**src/rtl/inst_encoder_fifo_if.sv**
```systemverilog
// Handshake bundle for inst_encoder_fifo: field input side, encoded-word output
// side, plus flush and status. The slave modport is the encoder's view.
interface inst_encoder_fifo_if #(
  parameter int DEPTH = 4,
  parameter int CNT_W = 16
);
  localparam int LVL_W = $clog2(DEPTH) + 1;

  logic             flush;
  logic             in_valid;
  logic             in_ready;
  logic [2:0]       in_op;
  logic [3:0]       in_ra;
  logic [3:0]       in_rb;
  logic [31:0]      in_imm;
  logic [38:0]      inst;
  logic             inst_valid;
  logic             inst_ready;
  logic [LVL_W-1:0] level;
  logic [CNT_W-1:0] issue_count;

  modport slave (
    input  flush, in_valid, in_op, in_ra, in_rb, in_imm, inst_ready,
    output in_ready, inst, inst_valid, level, issue_count
  );

  modport master (
    output flush, in_valid, in_op, in_ra, in_rb, in_imm, inst_ready,
    input  in_ready, inst, inst_valid, level, issue_count
  );
endinterface

```
**src/rtl/inst_encoder_fifo.sv**
```systemverilog
// Packs instruction fields into the 39-bit decoder word and buffers them in a
// DEPTH-entry FIFO; counts words handed to the core.
module inst_encoder_fifo #(
  parameter int DEPTH = 4,
  parameter int CNT_W = 16
) (
  input  logic                  clk,
  input  logic                  rst_n,
  inst_encoder_fifo_if.slave    bus
);
  localparam int AW    = $clog2(DEPTH);
  localparam int LVL_W = AW + 1;

  logic [38:0]      r_mem [DEPTH];
  logic [AW-1:0]    r_wr_ptr;
  logic [AW-1:0]    r_rd_ptr;
  logic [LVL_W-1:0] r_level;
  logic [CNT_W-1:0] r_issue_count;

  logic [38:0]      w_enc;
  logic             w_in_ready;
  logic             w_inst_valid;
  logic             w_push;
  logic             w_pop;

  // Opcode selects which fields are carried; unused fields are forced to zero.
  always_comb begin
    w_enc = '0;
    case (bus.in_op)
      3'b000:  w_enc = '0;
      3'b001:  w_enc = {bus.in_op, bus.in_ra, bus.in_imm};
      3'b010:  w_enc = {bus.in_op, bus.in_rb, bus.in_imm};
      default: w_enc = {bus.in_op, bus.in_ra, bus.in_rb, 28'b0};
    endcase
  end

  assign w_in_ready   = (r_level != LVL_W'(DEPTH));
  assign w_inst_valid = (r_level != '0);
  assign w_push       = bus.in_valid && w_in_ready;
  assign w_pop        = w_inst_valid && bus.inst_ready;

  always_ff @(posedge clk) begin
    if (!rst_n) begin
      r_wr_ptr      <= '0;
      r_rd_ptr      <= '0;
      r_level       <= '0;
      r_issue_count <= '0;
    end else if (bus.flush) begin
      r_wr_ptr <= '0;
      r_rd_ptr <= '0;
      r_level  <= '0;
    end else begin
      if (w_push) begin
        r_wr_ptr <= r_wr_ptr + 1'b1;
      end
      if (w_pop) begin
        r_rd_ptr      <= r_rd_ptr + 1'b1;
        r_issue_count <= r_issue_count + 1'b1;
      end
      if (w_push && !w_pop) begin
        r_level <= r_level + 1'b1;
      end else if (w_pop && !w_push) begin
        r_level <= r_level - 1'b1;
      end
    end
  end

  // Storage needs no reset: an entry is only visible once level covers it.
  always_ff @(posedge clk) begin
    if (rst_n && !bus.flush && w_push) begin
      r_mem[r_wr_ptr] <= w_enc;
    end
  end

  assign bus.in_ready    = w_in_ready;
  assign bus.inst_valid  = w_inst_valid;
  assign bus.inst        = w_inst_valid ? r_mem[r_rd_ptr] : '0;
  assign bus.level       = r_level;
  assign bus.issue_count = r_issue_count;
endmodule

```
**src/flat_wrapper.sv**
```systemverilog
// flat-port wrapper written by rule: the top's interface ports become plain ports
module inst_encoder_fifo_flat 
#(
  parameter int DEPTH = 4,
  parameter int CNT_W = 16
)
  (clk, rst_n, bus_flush, bus_in_valid, bus_in_op, bus_in_ra, bus_in_rb, bus_in_imm, bus_inst_ready, bus_in_ready, bus_inst, bus_inst_valid, bus_level, bus_issue_count);
  inst_encoder_fifo_if #(.DEPTH(DEPTH), .CNT_W(CNT_W)) bus_i ();
  input  logic clk;
  input  logic rst_n;
  input wire logic [$bits(bus_i.flush)-1:0] bus_flush;
  input wire logic [$bits(bus_i.in_valid)-1:0] bus_in_valid;
  input wire logic [$bits(bus_i.in_op)-1:0] bus_in_op;
  input wire logic [$bits(bus_i.in_ra)-1:0] bus_in_ra;
  input wire logic [$bits(bus_i.in_rb)-1:0] bus_in_rb;
  input wire logic [$bits(bus_i.in_imm)-1:0] bus_in_imm;
  input wire logic [$bits(bus_i.inst_ready)-1:0] bus_inst_ready;
  output wire logic [$bits(bus_i.in_ready)-1:0] bus_in_ready;
  output wire logic [$bits(bus_i.inst)-1:0] bus_inst;
  output wire logic [$bits(bus_i.inst_valid)-1:0] bus_inst_valid;
  output wire logic [$bits(bus_i.level)-1:0] bus_level;
  output wire logic [$bits(bus_i.issue_count)-1:0] bus_issue_count;
  assign bus_i.flush = bus_flush;
  assign bus_i.in_valid = bus_in_valid;
  assign bus_i.in_op = bus_in_op;
  assign bus_i.in_ra = bus_in_ra;
  assign bus_i.in_rb = bus_in_rb;
  assign bus_i.in_imm = bus_in_imm;
  assign bus_i.inst_ready = bus_inst_ready;
  assign bus_in_ready = bus_i.in_ready;
  assign bus_inst = bus_i.inst;
  assign bus_inst_valid = bus_i.inst_valid;
  assign bus_level = bus_i.level;
  assign bus_issue_count = bus_i.issue_count;
  inst_encoder_fifo #(.DEPTH(DEPTH), .CNT_W(CNT_W)) u_core (.clk(clk), .rst_n(rst_n), .bus(bus_i));
endmodule
```
**config.mk**
```make
export PLATFORM = sky130hd
export DESIGN_NAME = inst_encoder_fifo_flat
export DESIGN_NICKNAME = d
export VERILOG_FILES = /design/src/rtl/inst_encoder_fifo_if.sv /design/src/rtl/inst_encoder_fifo.sv /design/src/flat_wrapper.sv
export SDC_FILE = /design/constraint.sdc
export NUM_CORES = 1
export LEC_CHECK = 0
export CORE_UTILIZATION = 50
export DETAILED_ROUTE_END_ITERATION = 10
export DONT_BUFFER_PORTS = 1
export PLACE_DENSITY_LB_ADDON = 0.15
export SLEW_MARGIN = 40
export SYNTH_ARGS = -nofsm -noshare
export SYNTH_HDL_FRONTEND = slang
export SYNTH_SLANG_ARGS = --single-unit
```
**constraint.sdc**
```tcl
create_clock -name clk -period 4.3 [get_ports clk]
set_input_delay 1.075 -clock clk [delete_from_list [all_inputs] [get_ports clk]]
set_output_delay 1.075 -clock clk [all_outputs]
set_load 0.02 [all_outputs]
```
Word level (Yosys, flattened, before mapping)
Memory sizes are Yosys's and may differ from the RTL's. A register that Yosys moved wholly into a read port is not among the register bits.
Cells that the tools add are included.

storage, ports and cells
  register bits after elaboration = 23
  RAM bits = 156
  word-level logic and storage cells = 37
  memories kept = 1

operators by class
  add/sub/neg operators = 5
  equality and inequality tests = 3
  multiplexer cells = 8
  bitwise logic cells = 2
  reduce and logical (&&, ||, !) cells = 14

memories
  memory        depth  width  rd ports  clocked after Yosys merged registers in  wr ports  line                     RTL
  u_core.r_mem  4      39     1         1                                        1         inst_encoder_fifo.sv:14  logic [38:0] r_mem [DEPTH];

operators with widths
  operator                                             count
  case mux 39 bit (3 select lines)                     1
  2-to-1 mux 39 bit                                    1
  adder 16 x 1 -> 16 bit, second input constant        1
  logical AND 1 bit                                    6
  2-to-1 mux 3 bit                                     2
  adder 2 x 1 -> 2 bit, second input constant          2
  2-to-1 mux 2 bit                                     2
  adder 3 x 1 -> 3 bit, second input constant          1
  equality test 3 x 1 -> 1 bit, second input constant  1
  equality test 3 x 2 -> 1 bit, second input constant  1
  zero test 1 bit                                      3
  zero test 3 bit                                      1
  inequality test 3 bit, second input constant         1
  nonzero test 3 bit                                   1
  subtractor 3 x 1 -> 3 bit, second input constant     1
  2-to-1 mux 1 bit                                     2
  NOT 1 bit                                            2
  AND reduction 2 bit                                  1
  nonzero test 2 bit                                   1
  OR reduction 2 bit                                   1

Depth between registers and ports, before layout
Gate-level depths: netlist (run 1).

  depth after elaboration = 6
  gate-level depth with buffers = 9
  mapped depth without buffers = 9

Worst setup path before layout (run 1)
No wires, ideal clock.

  path type = input to register
  start = input bus_flush
  end = memory u_core.r_mem[0][0], enable pin
  setup time = 400 ps
  arrival time = 2498 ps
  required time = 3900 ps
  slack = 1401 ps
  stages = 4
  cell sequence = nand2b_1 clkbuf_1 nor2_1 and2_1

on the way
  longest elaborated chain between the ends = 5

ends and longest elaborated chain
  what                                    line                     RTL
  start, declared                         flat_wrapper.sv:11       input wire logic [$bits(bus_i.flush)-1:0] bus_flush;
  zero test 1 bit                         inst_encoder_fifo.sv:70  if (rst_n && !bus.flush && w_push) begin
  logical AND 1 bit (2 in series)         inst_encoder_fifo.sv:70
  2-to-1 mux 1 bit                        inst_encoder_fifo.sv:70
  2-to-1 mux 1 bit (implied by the code)  inst_encoder_fifo.sv:71  r_mem[r_wr_ptr] <= w_enc;
  end, declared                           inst_encoder_fifo.sv:14

Every way passes these cells.

==> metrics.md, run 1 <==
| Metric | Value |
|---|---|
| Layout overhead on the synthesized area | `11.1%` |
| Dpl hpwl | `~8.6 mm` |
| Setup Skew | `0.00545 ns` |
| Core ar. | `roughly 15000 um2` |
| Die Y | `around 120 um` |
| Yosys top cell area share | `0.627` |
| Post-DRT Antenna Nets | `0` |
| I/O pins | `between 100 and 150` |
| Vias per cell | `~5.8` |
| Clock sinks | `around 180` |
| Worst EP required | `around 3.2 ns` |
| WHS Path Cells | `2` |
| Post-synth ARST share | `0` |
| Initial DRC count | `about 220` |
| Slew margin rel. | `0.556` |
| Largest net degree at the start of global routing | `41` |
| First-pass GRT wire length | `between 20 and 25 mm` |
| Lkg Pwr | `around 0.0027 uW` |
| Worst setup SP type | `flip-flop` |
| Status | `completed` |
| CTS root buf | `clkbuf_16` |
| Hold Path Class | `flip-flop to flip-flop` |
| GP Congestion | `0.700` |
| Grt total ovfl | `0` |
| DIE WIDTH | `roughly 120 um` |
| Post-route clock period utilization | `0.753` |
| Worst setup path category | `flip-flop to primary output` |
| H-tree depth | `4` |
| CP max FO | `20` |
| Final Setup Violations | `0` |
| Tot GR Track Use | `0.187` |
| Main area contributors after synthesis | `edfxtp_1, mux4_2, dfxtp_1` |
| PortBufs | `0` |
| P_sw | `819 uW` |
| Final instance area | `about 8300 um2` |
| Clock-pin slew of the registers on the worst-case setup and hold paths | `~0.060 ns` |
| Clock power frac | `0.399` |
| Postcts setup bufs | `0` |
| Top FF cell, synth | `edfxtp_1` |
| Initial core utilization | `0.514` |
| Register share of total power | `0.522` |
| Post-synth top cells | `edfxtp_1, and2_1, mux4_2, nor2b_1, dfxtp_1` |
| CP Capture Type | `primary output` |
| Drt drc | `0` |
| Layout Nets | `between 500 and 600` |
| Power Internal | `slightly below 3000 uW` |
| Mean area per synthesized cell | `16.5 um2` |
| Placed standard-cell area | `between 7000 and 8000 um2` |
| Fin. max-slew vios | `0` |
| Share of cells above drive strength 1 | `0.192` |
| Cells after Synth | `roughly 450` |
| YS warnings | `0` |
| Cell Area, Synth | `around 7500 um2` |
| Switching part of the total | `0.219` |
| Total CTS buffers | `17` |
| Net Count, Synth | `507` |
| Drt first pass iters | `4` |
| Worst skew pair latency | `0.42 ns` |
| Post-synth EDFFs | `156` |
| Vias in the first global route | `approximately 3.9k` |
| Initial antenna violation count | `1` |
| Vias | `3801` |
| Tmin final | `between 3 and 4 ns` |
| Maximum VDD drop | `between 0.2 and 0.3 mV` |
| Final hold violations | `0` |
| Post-CTS sizing | `0` |
| Gate power share | `0.079` |
| Worst Tran Pin Value | `approximately 0.67 ns` |
| Drt wl/cell | `just over 20 um` |
| Detailed Route WL | `13.7 mm` |
| Cts hold-fix bufs | `0` |
| Most numerous cell in the Yosys netlist | `edfxtp_1` |
| Worst Reg-to-Reg Cells | `5` |
| Flops & latches, synth | `181` |
| Rows | `44` |
| Fmax | `0.309 GHz` |
| Leading area contributor after synthesis | `edfxtp_1` |
| Unique cell type count in the Yosys netlist | `34` |
| Register area share after synthesis | `0.694` |
| RSZ-0062 raised after global routing | `no` |
| Max Root-Sink Buffers | `2` |
| Power per cell area | `about 450 nW/um2` |
| Setup TNS | `0 ns` |
| TritonCTS clock tree | `built` |
| Max_cap viols | `0` |
| Worst path arrival time | `approximately 2.2 ns` |
| Die ar. | `between 15000 and 20000 um2` |
-- power by group through the flow --
stage / logic (uW) / clock network, uW / registers, uW
floorplan: 250 / 0 / 1980
global placement: 284 / 0 / 2000
detailed placement: 291 / 0 / 2000
CTS: 292 / 1520 / 1960
global route: 324 / 1590 / 1960
finish: 295 / 1490 / 1950
-- cells in the final DEF (no fill, tap or decap), types with 2 or more instances in the layout --
cell type,instances
clkinv_2,3
nor4_1,5
a21boi_1,5
clkbuf_16,17
xnor2_1,5
ha_1,6
nand2_1,18
o21ai_0,16
and2_2,4
buf_4,11
a221o_1,4
a21boi_0,2
dfxtp_1,23
bufinv_16,2
or3_1,7
mux2i_1,3
clkbuf_1,7
nand2b_1,10
a21oi_1,2
mux4_2,39
edfxtp_1,156
nand3_1,4
nand4_1,2
or2_2,2
inv_1,9
nor2b_1,39
xor2_1,7
or4_4,2
clkbuf_8,3
and2_1,35
nor2_1,12
-- worst max-delay path, stage by stage, from the launching register on --
cell and delay, ns:
dfxtp_2 0.68, buf_4 0.41, mux4_2 0.28, nor2b_1 0.37
-- registers in the layout, indices dropped and copies added (netlist names), named ones only --
register                count
u_core.bus.issue_count     16
u_core.bus.level            3
u_core.r_mem              156
u_core.r_rd_ptr             2
u_core.r_wr_ptr             2
-- routing by layer --
| layer | vias up | track usage | part of all wire |
|---|---|---|---|
| li1 | 1719 | - | - |
| met1 | 1953 | 0.232 | 0.42 |
| met2 | 108 | 0.304 | 0.50 |
| met3 | 21 | 0.0614 | 0.058 |
| met4 | 0 | 0.0773 | 0.020 |
| met5 | - | 0 | 0 |
-- metrics by stage --
step | util | cells | worst slack, ns | hold slack, ns | total power [uW]
3_5_place_dp | 0.531 | 624 | 1.41 | 0.505 | 2290
6_report | 0.572 | 658 | 1.06 | 0.503 | 3740
4_1_cts | 0.570 | 656 | 0.970 | 0.514 | 3770
3_3_place_gp | 0.531 | 624 | 1.45 | 0.486 | 2280
5_1_grt | 0.571 | 657 | 0.959 | 0.524 | 3870
2_1_floorplan | - | 452 | 1.40 | 0.469 | 2230
-- kinds of logic (layout without fill, tap and decap cells) --
| logic type | Yosys count | count (layout) | synth area share |
|---|---|---|---|
| multiplexers | 42 | 42 | 0.122 |
| adder cells (fa/ha/maj) | 7 | 7 | 0.0127 |
| AND/OR/NAND/NOR | 146 | 146 | 0.113 |
| flip-flops | 181 | 181 | 0.694 |
| AO/OA/AOI/OAI | 31 | 31 | 0.0274 |
| XOR/XNOR | 12 | 12 | 0.0141 |
| other | 0 | 1 | 0 |
| buffers and inverters | 33 | 54 | 0.0172 |
-- final timing paths --
check / start / endpoint / slack [ns]
setup / recovery: flip-flop / bus_inst[17] / 1.06
hold / removal: u_core.r_wr_ptr[1] / u_core.r_wr_ptr[1] / 0.50
hold reg to reg: u_core.r_wr_ptr[1] / u_core.r_wr_ptr[1] / 0.50
setup reg to reg: u_core.bus.level[0] / u_core.r_mem[3][8] / 1.82
-- cell type report --
type | instances | area [um2]
multi-input cells | 238 | 2180
inverters | 10 | 37.5
well taps | 184 | 230
fillers | 1151 | 6230
repair buffers | 12 | 103
flip-flops and latches | 181 | 5190
clock buffers | 27 | 493
clock inverters | 5 | 75.1
diodes | 1 | 2.50
Power figures use the tool's default switching activity.
==> run 2: changes to the inputs <==
==> constraint.sdc (replaced) <==
create_clock -name clk -period 2.99 [get_ports clk]
set_input_delay 0.7475 -clock clk [delete_from_list [all_inputs] [get_ports clk]]
set_output_delay 0.7475 -clock clk [all_outputs]
set_load 0.02 [all_outputs]
==> metrics.md, run 2 (synthesis results as in run 1) <==
| Metric | Value |
|---|---|
| Status | `completed` |
| Vias in the first global route | `slightly below 4k` |
| Die Y | `about 120 um` |
| PortBufs | `0` |
| Reg2reg start | `u_core.bus.level[0]` |
| Met2 Usage GRT | `0.305` |
| Slowest CP cell | `mux4_2` |
| Power Internal | `about 4200 uW` |
| Placed standard-cell area | `between 7000 and 8000 um2` |
| Worst setup SP type | `flip-flop` |
| Switching part of the total | `0.223` |
| Grt total ovfl | `0` |
| Flop2flop setup slack | `around 0.54 ns` |
| Cts hold-fix bufs | `0` |
| H-tree depth | `4` |
| Min-delay src | `bus_in_op[2]` |
| CP Cell Sequence | `buf_12 -> mux4_2 -> nor2b_1` |
| Post-DRT Antenna Nets | `0` |
| DIE WIDTH | `124 um` |
| CP Capture Type | `primary output` |
| Initial core utilization | `0.514` |
| Dpl hpwl | `8.13 mm` |
| Slew margin rel. | `0.659` |
| Die ar. | `15400 um2` |
| Gate power share | `0.081` |
| Final Setup Violations | `0` |
| Worst path arrival time | `between 1.5 and 2 ns` |
| First-pass GRT wire length | `between 20 and 25 mm` |
| Power per cell area | `649 nW/um2` |
| Core ar. | `roughly 15000 um2` |
| Max Root-Sink Buffers | `2` |
| Clock-pin slew of the registers on the worst-case setup and hold paths | `about 0.06 ns` |
| Largest net degree at the start of global routing | `around 40` |
| Clock power frac | `0.401` |
| CP top delay family | `multiplexers` |
| Total power | `5410 uW` |
| Final instance area | `roughly 8300 um2` |
| Met3 Use GR | `0.0571` |
| P_sw | `about 1200 uW` |
| Most frequent cells in the layout | `edfxtp_1, mux4_2, nor2b_1` |
| Post-Place Setup Slack | `around 0.53 ns` |
| Vias per cell | `5.70` |
| Rows | `44` |
| Tot GR Track Use | `0.187` |
| Max_cap viols | `0` |
| Min-Delay Endpoint | `u_core.r_mem[1][38]` |
| Post-route clock period utilization | `0.883` |
| I/O pins | `around 110` |
| Reg-to-reg endpoint | `u_core.bus.level[2]` |
| Drt wl/cell | `20.7 um` |
| Commonest non-fill, non-tap cell in the layout | `edfxtp_1` |
| Postcts setup bufs | `0` |
| Largest register by flop count | `u_core.r_mem` |
| Fin. max-slew vios | `0` |
| Busiest grt layer | `met2` |
| Final worst setup slack | `between 0.3 and 0.4 ns` |
| Layout Nets | `512` |
| CP max FO | `39` |
| Worst EP required | `roughly 2.2 ns` |
| Hold Path Class | `input port to flip-flop` |
| Worst Reg-to-Reg Cells | `9` |
| WP buf/inv | `1` |
| Drt drc | `0` |
| Share of cells above drive strength 1 | `0.189` |
| Post-CTS sizing | `0` |
| TritonCTS clock tree | `built` |
| Final hold violations | `0` |
| Drt first pass iters | `4` |
| WHS Path Cells | `0` |
| Met1 usage | `0.237` |
| Total CTS buffers | `17` |
| Maximum VDD drop | `0.384 mV` |
| Initial antenna violation count | `2` |
| Layout overhead on the synthesized area | `11.6%` |
| Flip-flop count of the largest register after layout | `~160` |
| Setup Skew | `0.0118 ns` |
| Lkg Pwr | `approximately 0.0027 uW` |
| Tmin final | `around 2.6 ns` |
| Worst setup path category | `flip-flop to primary output` |
| Worst skew pair latency | `between 0.4 and 0.5 ns` |
| Setup TNS | `0 ns` |
| Worst path max stage delay | `slightly below 0.6 ns` |
| Vias | `between 3k and 4k` |
| Worst Tran Pin Value | `around 0.5 ns` |
| Initial DRC count | `between 200 and 250` |
| RSZ-0062 raised after global routing | `no` |
| Clock sinks | `roughly 180` |
| GP Congestion | `roughly 0.72` |
| Register share of total power | `0.517` |
| CTS root buf | `clkbuf_16` |
| Detailed Route WL | `~14 mm` |
| Fmax | `about 0.38 GHz` |
==> run 2: cell types whose count changed in the layout (fill, tap and decap cells not counted) <==
cell       before  now
clkinv_2        3    5
diode_2         1    2
clkbuf_8        3    0
bufinv_16       2    3
clkinv_4        0    1
clkbuf_1        7    2
clkinv_1        0    4
buf_4          11    4
buf_12          1    5
==> run 2: layout make-up <==
type | instances | area (um2)
well taps | 184 | 230
repair buffers | 9 | 130
clock buffers | 19 | 433
clock inverters | 13 | 139
inverters | 10 | 37.5
multi-input cells | 238 | 2180
fillers | 1133 | 6190
flip-flops and latches | 181 | 5190
diodes | 2 | 5.00
==> run 2: worst reg2reg max path, delay by kind of cell (launching register included) <==
family,cells,cell delay [ns]
AOI/OAI and AO/OA,1,0.14
xor gates and xnor gates,1,0.18
buffers and inverters,2,0.14
DFF,1,0.59
and+or+nand+nor,3,0.76
adders and majority gates,2,0.56
==> run 2: worst max path at each step <==
stage	endpoint	slack, ns	depth (start not counted)
6_report	bus_inst[36]	0.35	3
5_1_grt	bus_inst[4]	0.20	3
4_1_cts	bus_inst[37]	0.28	3
3_5_place_dp	u_core.bus.level[2]	0.53	9
3_3_place_gp	u_core.bus.level[2]	0.65	9
2_1_floorplan	u_core.r_mem[0][0]	0.42	4
==> run 2: metrics by stage <==
stage | util | std cells | hold slack (ns)
6_report | 0.574 | 656 | 0.421
5_1_grt | 0.574 | 654 | 0.394
4_1_cts | 0.574 | 654 | 0.402
3_5_place_dp | 0.534 | 622 | 0.501
3_3_place_gp | 0.534 | 622 | 0.488
2_1_floorplan | - | 452 | 0.469
==> run 2: power by group through the flow <==
stage | Combinational [uW] | Sequential [uW] | Clock (uW)
floorplan | 360 | 2850 | 0
global placement | 438 | 2850 | 0
detailed placement | 449 | 2850 | 0
CTS | 450 | 2800 | 2210
global route | 481 | 2800 | 2320
finish | 440 | 2800 | 2170
==> run 2: metal layers <==
metal | wire length (um) | vias up
met4 | 128 | 0
met2 | 6740 | 104
li1 | - | 1719
met1 | 5920 | 1901
met3 | 793 | 13
met5 | 0 | -
==> run 3: changes to the inputs <==
--- a/config.mk
+++ b/config.mk
@@ -9,6 +9,7 @@
 export DETAILED_ROUTE_END_ITERATION = 10
 export DONT_BUFFER_PORTS = 1
 export PLACE_DENSITY_LB_ADDON = 0.15
+export RECOVER_POWER = 50
 export SLEW_MARGIN = 40
 export SYNTH_ARGS = -nofsm -noshare
 export SYNTH_HDL_FRONTEND = slang
==> metrics.md, run 3 (synthesis results as in run 1) <==
| Metric | Value |
|---|---|
| Share of cells above drive strength 1 | `0.179` |
| Maximum VDD drop | `roughly 0.39 mV` |
| Drt drc | `0` |
| Dpl hpwl | `slightly above 8 mm` |
| Clock sinks | `around 180` |
| CP max FO | `40` |
| Post-DRT Antenna Nets | `0` |
| Vias | `between 3k and 4k` |
| Rows | `between 40 and 50` |
| Die ar. | `15400 um2` |
| Initial DRC count | `approximately 250` |
| Die Y | `roughly 120 um` |
| Drt wl/cell | `20.7 um` |
| Postcts setup bufs | `0` |
| Initial antenna violation count | `2` |
| Max_cap viols | `0` |
| Initial core utilization | `0.514` |
| Worst Tran Pin Value | `around 1.4 ns` |
| Critical path startpoint | `u_core.bus.level[0]` |
| Worst Reg-to-Reg Cells | `5` |
| Largest net degree at the start of global routing | `a little over 40` |
| TritonCTS clock tree | `built` |
| H-tree depth | `4` |
| Worst setup path category | `flip-flop to primary output` |
| CP Capture Type | `primary output` |
| PortBufs | `0` |
| Worst skew pair latency | `roughly 0.42 ns` |
| Reg2reg start | `u_core.bus.level[0]` |
| Setup TNS | `0 ns` |
| Setup Skew | `0.00621 ns` |
| Slew margin rel. | `0.0874` |
| Fillcell total | `1137` |
| Hold_ws | `0.419 ns` |
| Fmax | `roughly 0.38 GHz` |
| RSZ-0062 raised after global routing | `no` |
| Worst setup SP type | `flip-flop` |
| Final hold violations | `0` |
| Flip-flop count of the largest register after layout | `about 160` |
| Post-CTS sizing | `0` |
| Post-route clock period utilization | `0.882` |
| Final core utilization | `0.572` |
| DIE WIDTH | `124 um` |
| Total power | `5410 uW` |
| Layout overhead on the synthesized area | `11.2%` |
| Lkg Pwr | `roughly 0.0026 uW` |
| I/O pins | `~110` |
| CTS root buf | `clkbuf_16` |
| Most frequent cells in the layout | `edfxtp_1, mux4_2, nor2b_1` |
| Min-delay src | `bus_in_op[2]` |
| Commonest non-fill, non-tap cell in the layout | `edfxtp_1` |
| First-pass GRT wire length | `21.4 mm` |
| Reg-to-reg endpoint | `u_core.r_mem[0][32]` |
| Status | `completed` |
| Core ar. | `14500 um2` |
| Cts hold-fix bufs | `0` |
| Worst EP required | `about 2.2 ns` |
| Tot GR Track Use | `0.187` |
| Clock-pin slew of the registers on the worst-case setup and hold paths | `approximately 0.060 ns` |
| Total CTS buffers | `17` |
| Drt first pass iters | `4` |
| Layout Nets | `~500` |
| Worst path arrival time | `between 1.5 and 2 ns` |
| Flop2flop setup slack | `0.40 ns` |
| Fin. max-slew vios | `0` |
| Final Setup Violations | `0` |
| Grt total ovfl | `0` |
| Detailed Route WL | `between 10 and 15 mm` |
| GP Congestion | `0.718` |
| Max Root-Sink Buffers | `2` |
| CP endpoint | `bus_inst[37]` |
| Vias per cell | `approximately 5.7` |
| Power per cell area | `roughly 650 nW/um2` |
| Hold Path Class | `input port to flip-flop` |
| Vias in the first global route | `3974` |
| Largest register by flop count | `u_core.r_mem` |
| Tmin final | `~2.6 ns` |
## run 3: changes by cell type in the layout (fill, tap and decap cells not counted), sizes merged
cell / change
clkbuf: +1
buf: -1
## run 3: worst max-delay path, cell delays in order (launching register included)
cell and delay [ns]:
dfxtp_1 0.59, nor3_2 0.08, buf_4 0.29, nor2b_1 0.48
## run 3: routing by layer
metal	global-route usage	vias to the layer above	wire length, um
met3	0.0571	17	770
met4	0.0695	0	173
met2	0.305	104	6640
met5	0	-	0
li1	-	1721	-
met1	0.237	1908	5970
## run 3: how the worst min path moves through the flow
stage,cells past startpoint,slack [ns],endpoint
2_1_floorplan,2,0.47,u_core.r_wr_ptr[1]
3_3_place_gp,2,0.49,u_core.r_wr_ptr[1]
3_5_place_dp,2,0.50,u_core.r_wr_ptr[1]
4_1_cts,0,0.40,u_core.r_mem[3][38]
5_1_grt,0,0.39,u_core.r_mem[3][38]
6_report,0,0.42,u_core.r_mem[3][38]
## run 3: metrics by stage
stage                     setup slack [ns]  cells  area, um2
after global routing                 0.181    654       8310
after global placement               0.647    622       7760
final                                0.352    656       8310
after CTS                            0.279    654       8340
after floorplan                      0.419    452       7480
after detailed placement             0.533    622       7760
## run 3: power by group
group          switching (uW)  internal (uW)
clock                     878           1300
sequential               25.0           2780
combinational             303            132
total                    1210           4200
## run 3: area by class of cell
cell class	instances	area, um2	share of cell area
Antenna cell	2	5.00	0.000602
Clock buffer	19	433	0.0521
Clock inverter	13	139	0.0167
Inverter	10	37.5	0.00451
Multi-Input combinational cell	238	2170	0.261
Sequential cell	181	5190	0.624
Tap cell	184	230	0.0277
Timing Repair Buffer	9	111	0.0134
